## config.mk

```make
export PLATFORM = sky130hd
export DESIGN_NAME = bipartite_xbar_sched_flat
export DESIGN_NICKNAME = d
export VERILOG_FILES = /design/src/rtl/bipartite_xbar_sched_pkg.sv /design/src/rtl/bipartite_xbar_sched_if.sv /design/src/rtl/bipartite_xbar_sched_countdown.sv /design/src/rtl/bipartite_xbar_sched.sv /design/src/flat_wrapper.sv
export SDC_FILE = /design/constraint.sdc
export NUM_CORES = 1
export LEC_CHECK = 0
export ABC_AREA = 0
export CAP_MARGIN = 30
export CORE_MARGIN = 1.5
export CORE_UTILIZATION = 48
export CTS_CLUSTER_SIZE = 30
export DETAILED_ROUTE_END_ITERATION = 7
export GPL_TIMING_DRIVEN = 0
export PLACE_DENSITY = 0.78
export SETUP_SLACK_MARGIN = 0.05
export SYNTH_ARGS = -nofsm -noshare
export SYNTH_HDL_FRONTEND = slang
export SYNTH_SLANG_ARGS = --single-unit
export TNS_END_PERCENT = 50
```

## constraint.sdc

```tcl
create_clock -name clk -period 2.24 [get_ports clk]
set_input_delay 0.672 -clock clk [delete_from_list [all_inputs] [get_ports clk]]
set_output_delay 0.672 -clock clk [all_outputs]
set_load 0.02 [all_outputs]
```

## src/rtl/bipartite_xbar_sched_pkg.sv

```systemverilog
// Shared types and width helpers for the bipartite crossbar valve scheduler.
// Optional flush stage is enabled by defining BIPARTITE_XBAR_FLUSH_EN.
package bipartite_xbar_pkg;

  // Scheduler states; FLUSH exists only when the flush stage is built in.
  typedef enum logic [2:0] {
    ST_IDLE     = 3'd0,
    ST_OPEN_OUT = 3'd1,
    ST_FLOW     = 3'd2,
    ST_DRAIN    = 3'd3
`ifdef BIPARTITE_XBAR_FLUSH_EN
    ,ST_FLUSH   = 3'd4
`endif
  } state_e;

  // Width of an index able to address n channels (at least one bit).
  function automatic int idx_w(input int n);
    return (n > 1) ? $clog2(n) : 1;
  endfunction

  // Shared down-counter width: must hold dur-1, SETTLE-1 and FLUSH_CYCLES-1.
  function automatic int cnt_w(input int dur_w, input int settle, input int flush);
    int w;
    w = dur_w;
    if ($clog2(settle + 1) > w) w = $clog2(settle + 1);
    if ($clog2(flush + 1) > w) w = $clog2(flush + 1);
    return w;
  endfunction

endpackage

```

## src/rtl/bipartite_xbar_sched_if.sv

```systemverilog
// Request/valve bundle between the assay controller (master) and the
// crossbar scheduler (slave). flush_valve exists with BIPARTITE_XBAR_FLUSH_EN.
interface bipartite_xbar_sched_if #(
  parameter int N_IN  = 16,
  parameter int N_OUT = 16,
  parameter int DUR_W = 16
);
  import bipartite_xbar_pkg::*;

  localparam int SRC_W = idx_w(N_IN);
  localparam int DST_W = idx_w(N_OUT);

  logic             req_valid;
  logic             req_ready;
  logic [SRC_W-1:0] req_src;
  logic [DST_W-1:0] req_dst;
  logic [DUR_W-1:0] req_dur;
  logic             abort;
  logic [N_IN-1:0]  in_valve;
  logic [N_OUT-1:0] out_valve;
  logic             busy;
  logic             done;
  logic             err;
`ifdef BIPARTITE_XBAR_FLUSH_EN
  logic             flush_valve;
`endif

  modport master (
`ifdef BIPARTITE_XBAR_FLUSH_EN
    input  flush_valve,
`endif
    output req_valid, req_src, req_dst, req_dur, abort,
    input  req_ready, in_valve, out_valve, busy, done, err
  );

  modport slave (
`ifdef BIPARTITE_XBAR_FLUSH_EN
    output flush_valve,
`endif
    input  req_valid, req_src, req_dst, req_dur, abort,
    output req_ready, in_valve, out_valve, busy, done, err
  );

endinterface

```

## src/rtl/bipartite_xbar_sched_countdown.sv

```systemverilog
// Loadable down-counter shared by all timed scheduler phases. It holds at
// zero, so a phase ends on the edge where zero_o is seen.
module xbar_countdown #(
  parameter int W = 16
) (
  input  logic         clk,
  input  logic         rst_n,
  input  logic         load_i,
  input  logic [W-1:0] value_i,
  output logic         zero_o
);

  logic [W-1:0] cnt_q;

  // Load takes priority; otherwise count down and stop at zero.
  always_ff @(posedge clk) begin
    if (!rst_n) begin
      cnt_q <= {W{1'b0}};
    end else if (load_i) begin
      cnt_q <= value_i;
    end else if (cnt_q != {W{1'b0}}) begin
      cnt_q <= cnt_q - {{(W-1){1'b0}}, 1'b1};
    end
  end

  assign zero_o = (cnt_q == {W{1'b0}});

endmodule

```

## src/rtl/bipartite_xbar_sched.sv

```systemverilog
// Crossbar valve scheduler: one transfer at a time, outlet opened before and
// held after the inlet, so at most one inlet and one outlet are ever open.
// Define BIPARTITE_XBAR_FLUSH_EN to add a flush stage after the drain.
module bipartite_xbar_sched
  import bipartite_xbar_pkg::*;
#(
  parameter int N_IN         = 16,
  parameter int N_OUT        = 16,
  parameter int DUR_W        = 16,
  parameter int SETTLE       = 4,
  parameter int FLUSH_CYCLES = 8
) (
  input logic                  clk,
  input logic                  rst_n,
  bipartite_xbar_sched_if.slave bus
);

  localparam int SRC_W = idx_w(N_IN);
  localparam int DST_W = idx_w(N_OUT);
  localparam int CNT_W = cnt_w(DUR_W, SETTLE, FLUSH_CYCLES);
  localparam logic [CNT_W-1:0] SETTLE_VAL = CNT_W'(SETTLE - 1);
`ifdef BIPARTITE_XBAR_FLUSH_EN
  localparam logic [CNT_W-1:0] FLUSH_VAL  = CNT_W'(FLUSH_CYCLES - 1);
`endif

  state_e           state_q;
  logic [SRC_W-1:0] src_q;
  logic [DST_W-1:0] dst_q;
  logic [DUR_W-1:0] dur_q;
  logic             ready_q;
  logic             busy_q;
  logic             done_q;
  logic             err_q;
  logic [N_IN-1:0]  in_valve_q;
  logic [N_OUT-1:0] out_valve_q;
`ifdef BIPARTITE_XBAR_FLUSH_EN
  logic             flush_q;
`endif

  logic             accept_s;
  logic             req_ok_s;
  logic             start_s;
  logic             cnt_load_s;
  logic [CNT_W-1:0] cnt_val_s;
  logic             cnt_zero_s;

  function automatic logic [N_IN-1:0] in_onehot(input logic [SRC_W-1:0] idx);
    logic [N_IN-1:0] v;
    v      = {N_IN{1'b0}};
    v[idx] = 1'b1;
    return v;
  endfunction

  function automatic logic [N_OUT-1:0] out_onehot(input logic [DST_W-1:0] idx);
    logic [N_OUT-1:0] v;
    v      = {N_OUT{1'b0}};
    v[idx] = 1'b1;
    return v;
  endfunction

  // A handshake only happens in IDLE because ready is high only there.
  assign accept_s = (state_q == ST_IDLE) && bus.req_valid && ready_q;
  assign req_ok_s = (32'(bus.req_src) < N_IN) && (32'(bus.req_dst) < N_OUT) &&
                    (bus.req_dur != {DUR_W{1'b0}});
  assign start_s  = accept_s && req_ok_s;

  xbar_countdown #(.W(CNT_W)) u_cnt (
    .clk     (clk),
    .rst_n   (rst_n),
    .load_i  (cnt_load_s),
    .value_i (cnt_val_s),
    .zero_o  (cnt_zero_s)
  );

  // Reload the shared counter on every phase entry (length minus one).
  always_comb begin
    cnt_load_s = 1'b0;
    cnt_val_s  = SETTLE_VAL;
    case (state_q)
      ST_IDLE: begin
        cnt_load_s = start_s;
      end
      ST_OPEN_OUT: begin
        if (bus.abort) begin
          cnt_load_s = 1'b1;
        end else if (cnt_zero_s) begin
          cnt_load_s = 1'b1;
          cnt_val_s  = CNT_W'(dur_q - {{(DUR_W-1){1'b0}}, 1'b1});
        end else begin
          cnt_load_s = 1'b0;
        end
      end
      ST_FLOW: begin
        cnt_load_s = bus.abort | cnt_zero_s;
      end
      ST_DRAIN: begin
`ifdef BIPARTITE_XBAR_FLUSH_EN
        cnt_load_s = cnt_zero_s;
        cnt_val_s  = FLUSH_VAL;
`else
        cnt_load_s = 1'b0;
`endif
      end
      default: begin
        cnt_load_s = 1'b0;
      end
    endcase
  end

  // Transfer sequencer; all outputs are registered alongside the state.
  always_ff @(posedge clk) begin
    if (!rst_n) begin
      state_q     <= ST_IDLE;
      src_q       <= {SRC_W{1'b0}};
      dst_q       <= {DST_W{1'b0}};
      dur_q       <= {DUR_W{1'b0}};
      ready_q     <= 1'b0;
      busy_q      <= 1'b0;
      done_q      <= 1'b0;
      err_q       <= 1'b0;
      in_valve_q  <= {N_IN{1'b0}};
      out_valve_q <= {N_OUT{1'b0}};
`ifdef BIPARTITE_XBAR_FLUSH_EN
      flush_q     <= 1'b0;
`endif
    end else begin
      done_q <= 1'b0;
      err_q  <= 1'b0;
      case (state_q)
        ST_IDLE: begin
          ready_q <= ~start_s;
          if (start_s) begin
            state_q     <= ST_OPEN_OUT;
            src_q       <= bus.req_src;
            dst_q       <= bus.req_dst;
            dur_q       <= bus.req_dur;
            busy_q      <= 1'b1;
            out_valve_q <= out_onehot(bus.req_dst);
          end else if (accept_s) begin
            err_q <= 1'b1;
          end
        end
        ST_OPEN_OUT: begin
          if (bus.abort) begin
            state_q <= ST_DRAIN;
          end else if (cnt_zero_s) begin
            state_q    <= ST_FLOW;
            in_valve_q <= in_onehot(src_q);
          end
        end
        ST_FLOW: begin
          if (bus.abort || cnt_zero_s) begin
            state_q    <= ST_DRAIN;
            in_valve_q <= {N_IN{1'b0}};
          end
        end
        ST_DRAIN: begin
          if (cnt_zero_s) begin
`ifdef BIPARTITE_XBAR_FLUSH_EN
            state_q <= ST_FLUSH;
            flush_q <= 1'b1;
`else
            state_q     <= ST_IDLE;
            out_valve_q <= {N_OUT{1'b0}};
            busy_q      <= 1'b0;
            done_q      <= 1'b1;
            ready_q     <= 1'b1;
`endif
          end
        end
`ifdef BIPARTITE_XBAR_FLUSH_EN
        ST_FLUSH: begin
          if (cnt_zero_s) begin
            state_q     <= ST_IDLE;
            flush_q     <= 1'b0;
            out_valve_q <= {N_OUT{1'b0}};
            busy_q      <= 1'b0;
            done_q      <= 1'b1;
            ready_q     <= 1'b1;
          end
        end
`endif
        default: begin
          state_q     <= ST_IDLE;
          in_valve_q  <= {N_IN{1'b0}};
          out_valve_q <= {N_OUT{1'b0}};
          busy_q      <= 1'b0;
          ready_q     <= 1'b0;
        end
      endcase
    end
  end

  assign bus.req_ready   = ready_q;
  assign bus.busy        = busy_q;
  assign bus.done        = done_q;
  assign bus.err         = err_q;
  assign bus.in_valve    = in_valve_q;
  assign bus.out_valve   = out_valve_q;
`ifdef BIPARTITE_XBAR_FLUSH_EN
  assign bus.flush_valve = flush_q;
`endif

endmodule

```

## src/flat_wrapper.sv

```systemverilog
// flat-port wrapper written by rule: the top's interface ports become plain ports
module bipartite_xbar_sched_flat import bipartite_xbar_pkg::*;
#(
  parameter int N_IN         = 16,
  parameter int N_OUT        = 16,
  parameter int DUR_W        = 16,
  parameter int SETTLE       = 4,
  parameter int FLUSH_CYCLES = 8
)
  (clk, rst_n, bus_req_valid, bus_req_src, bus_req_dst, bus_req_dur, bus_abort, bus_req_ready, bus_in_valve, bus_out_valve, bus_busy, bus_done, bus_err);
  bipartite_xbar_sched_if #(.N_IN(N_IN), .N_OUT(N_OUT), .DUR_W(DUR_W)) bus_i ();
  input logic clk;
  input logic rst_n;
  input wire logic [$bits(bus_i.req_valid)-1:0] bus_req_valid;
  input wire logic [$bits(bus_i.req_src)-1:0] bus_req_src;
  input wire logic [$bits(bus_i.req_dst)-1:0] bus_req_dst;
  input wire logic [$bits(bus_i.req_dur)-1:0] bus_req_dur;
  input wire logic [$bits(bus_i.abort)-1:0] bus_abort;
  output wire logic [$bits(bus_i.req_ready)-1:0] bus_req_ready;
  output wire logic [$bits(bus_i.in_valve)-1:0] bus_in_valve;
  output wire logic [$bits(bus_i.out_valve)-1:0] bus_out_valve;
  output wire logic [$bits(bus_i.busy)-1:0] bus_busy;
  output wire logic [$bits(bus_i.done)-1:0] bus_done;
  output wire logic [$bits(bus_i.err)-1:0] bus_err;
  assign bus_i.req_valid = bus_req_valid;
  assign bus_i.req_src = bus_req_src;
  assign bus_i.req_dst = bus_req_dst;
  assign bus_i.req_dur = bus_req_dur;
  assign bus_i.abort = bus_abort;
  assign bus_req_ready = bus_i.req_ready;
  assign bus_in_valve = bus_i.in_valve;
  assign bus_out_valve = bus_i.out_valve;
  assign bus_busy = bus_i.busy;
  assign bus_done = bus_i.done;
  assign bus_err = bus_i.err;
  bipartite_xbar_sched #(.N_IN(N_IN), .N_OUT(N_OUT), .DUR_W(DUR_W), .SETTLE(SETTLE), .FLUSH_CYCLES(FLUSH_CYCLES)) u_core (.clk(clk), .rst_n(rst_n), .bus(bus_i));
endmodule
```

==> impl_metrics.toml <==
[timing]
maxSlewHeadroom = 0.6050
setup_viol = 0
tightest_slew_ps = 592.5
maxSlewViolCount = 0
post-route-period-util = 0.9525
finClkSkew_ps = 8.170
min_period_ps = 2134
rsz0062_at_grt = "yes"
fmaxAchievable_mhz = 468.7
final_hold_viol_count = 0
totalNegativeSetupSlack_ps = 0

[yosys]
synth_top_area_frac = 0.4067
netlist-cell-type-count = 52
avgSynthCellArea_sq_um = 8.672
synth_edf_count = 0
synth_flop_cell = "dfxtp_1"
syn_nets = 456
async_flop_share = 0
netlist_area_sq_um = 3642
yosys_register_bits = 74
yosysWarnings = 0
synth_most_common_cell = "dfxtp_1"
synth.top_cells.by_count = "dfxtp_1 (74), nor2_1 (54), nand2_1 (40), a21oi_1 (33), mux2i_1 (22)"
synth_top_area_cell = "dfxtp_1"
synth_area_leaders = "dfxtp_1 (41%), mux2i_1 (6.0%), nor2_1 (5.6%)"
netlist_instances = 420
synth-seq-area-share = 0.4067

[power]
pwr_density_cell_nw_per_um2 = 1185
p_leak_nw = 1.891
irDropWorstVdd_v = 0.0005925

[floorplan]
fp.dieH_microns = 90.11
initial_core_util = 0.4995
core-area_sq_um = 7292
fp-row-count = 31
die_area_sq_um = 8120
die_width_microns = 90.11
io_pins = 64

[finish]
n_antenna_cell = 0
layout-drive-gt1-share = 0.1392
fillers = 622
synthToLayoutAreaGrowth_pct = 32.29
nets = 541
final_cells = 609

[placement]
place_congestion = 0.8628
place_inst = 580
numPortBuffers = 61
dp_hpwl_mm = 6.466

[cts]
path_clk_slew_ps = 80
cts.path.max_buffers = 2
h-tree-depth = 3
cts_root_buf = "clkbuf_8"
cts_tree = "built"
clock_latency_ps = 340
cts.sinks = 74
cts_inserted_buffers = 9
cts_hold_buf = 0

[routing]
vias_per_cell = 5.611
drc = 0
wl_mm = 9.474
dr.first_iter.drc_count = 214
avgRoutedWirePerCell_microns = 15.56
ant_nets = 0
num_vias = 3417
dr.pass1.iters = 4

[flow_run]
drv_cap = 0

[global_route]
antenna_found_initial = 0
grt_max_degree = 14
track_usage = 0.2375
grt_pass1_wl_mm = 15.66
grt_pass1_vias = 3334
overflow = 0

[setup_path]
critPathKind = "input pin to register"
endpoint_kind = "register"
critPathSlowestCell = "clkdlybuf4s50_1"
max_stage_delay_ps = 470
cp.arrival_ps = 2400
worstPathMaxFanout = 6
cp_top_family = "buffers and inverters"
crit_required_ps = 2500
path_buf_inv = 3
start_kind = "input pin"
cp_cell_sequence = "clkdlybuf4s50_1, nand3_2, nand2b_4, buf_6, buf_4, o22a_4, or3_1, a21oi_1"

[worst_hold_path]
hold_class = "register to register"

[status]
status = "complete, no violations"
[final cells by class]
type / instances / area (sq um) / share of cell area
Buffer: 24 / 153.9 / 0.03194
Clock buffer: 11 / 151.4 / 0.03142
Clock inverter: 5 / 36.28 / 0.007531
Inverter: 11 / 41.29 / 0.008569
Multi-Input combinational cell: 311 / 2141 / 0.4443
Sequential cell: 74 / 1485 / 0.3082
Tap cell: 99 / 123.9 / 0.02571
Timing Repair Buffer: 74 / 685.7 / 0.1423
[per-layer routing]
| layer | part of all wire | routed length, microns | GRT usage |
|---|---|---|---|
| met1 | 0.44 | 4158 | 0.3014 |
| met2 | 0.48 | 4590 | 0.3977 |
| met3 | 0.062 | 587 | 0.04822 |
| met4 | 0.014 | 137 | 0.08730 |
| met5 | 0 | 0 | 0 |
[worst min-delay path, stage by stage, from the launching register on]
cell     delay, ps
dfxtp_1        310
nand2_1         50
a21oi_1         50
[logic make-up (layout without fill, tap and decap cells)]
| kind of cell | count (synthesis) | in the layout | share of synthesized area |
|---|---|---|---|
| and+or+nand+nor | 187 | 187 | 0.2652 |
| buffers and inverters | 36 | 125 | 0.04535 |
| adders and majority gates | 8 | 8 | 0.02748 |
| AOI/OAI and AO/OA | 70 | 71 | 0.1395 |
| DFF | 74 | 74 | 0.4067 |
| muxes | 22 | 22 | 0.06046 |
| xor gates and xnor gates | 23 | 23 | 0.05531 |
[cell usage in the layout, fill, tap and decap left out, drive strengths merged, types with 2 or more instances in the layout]
cell type       n
a32oi           5
nor2b           2
mux2i          22
a2111oi         2
dfxtp          74
nor4           10
nand2b          4
clkdlybuf4s50  44
nor3           20
or4             5
nand3b          2
inv            12
o21a            4
nor3b           3
or3            19
xor2           11
nand4b          3
a211oi          4
xnor2          12
nand4           4
clkbuf         24
and3            2
o32ai           4
buf            24
a22oi           6
nand2          42
ha              8
o22a            2
nand3          14
clkinvlp        3
a21oi          33
dlygate4sd2    16
nor2           54
[state kept, by name (all words and copies together), names as in the netlist]
register	flops
u_core.bus.req_ready	1
u_core.bus.busy	1
u_core.state_q	2
u_core.dur_q	16
u_core.bus.out_valve	16
u_core.src_q	4
u_core.u_cnt.cnt_q	16
u_core.bus.done	1
u_core.bus.err	1
u_core.bus.in_valve	16
[through the flow]
step,instance area [sq um],util,worst slack (ps),hold WS [ps],power [W]
floorplan,3642,-,104.8,484.0,0.003659
global placement,4377,0.6002,-786.2,439.7,0.004146
detailed placement,4377,0.6002,-803.9,444.1,0.004225
CTS,4695,0.6438,55.43,456.1,0.005486
global route,4818,0.6608,13.51,479.4,0.006078
finish,4818,0.6608,106.4,453.0,0.005708
[worst paths after layout]
kind / from / end / slack, ps / cells after the start
worst max-delay path: bus_req_valid / u_core.u_cnt.cnt_q[2] / 110 / 8
worst min-delay path: u_core.bus.in_valve[3] / u_core.bus.in_valve[3] / 450 / 2
worst max register to register: u_core.u_cnt.cnt_q[13] / u_core.bus.out_valve[4] / 120 / 8
worst min register to register: u_core.bus.in_valve[3] / u_core.bus.in_valve[3] / 450 / 2
[where the power goes]
part	leakage, nW	switching [W]	internal [W]	total (W)
clock	0.0880	0.000514	0.000465	0.000978
combinational	1.20	0.00168	0.00137	0.00305
sequential	0.602	0.000192	0.00149	0.00168
total	1.89	0.00239	0.00332	0.00571
[timing repair]
item                                    4_1_cts  5_1_grt
pin swaps                                    10        7
buffers inserted                              2        7
cloned                                        5        0
gates resized for setup                      41       18
endpoints found under the setup margin       65       47
(Power assumes the default switching activity.)
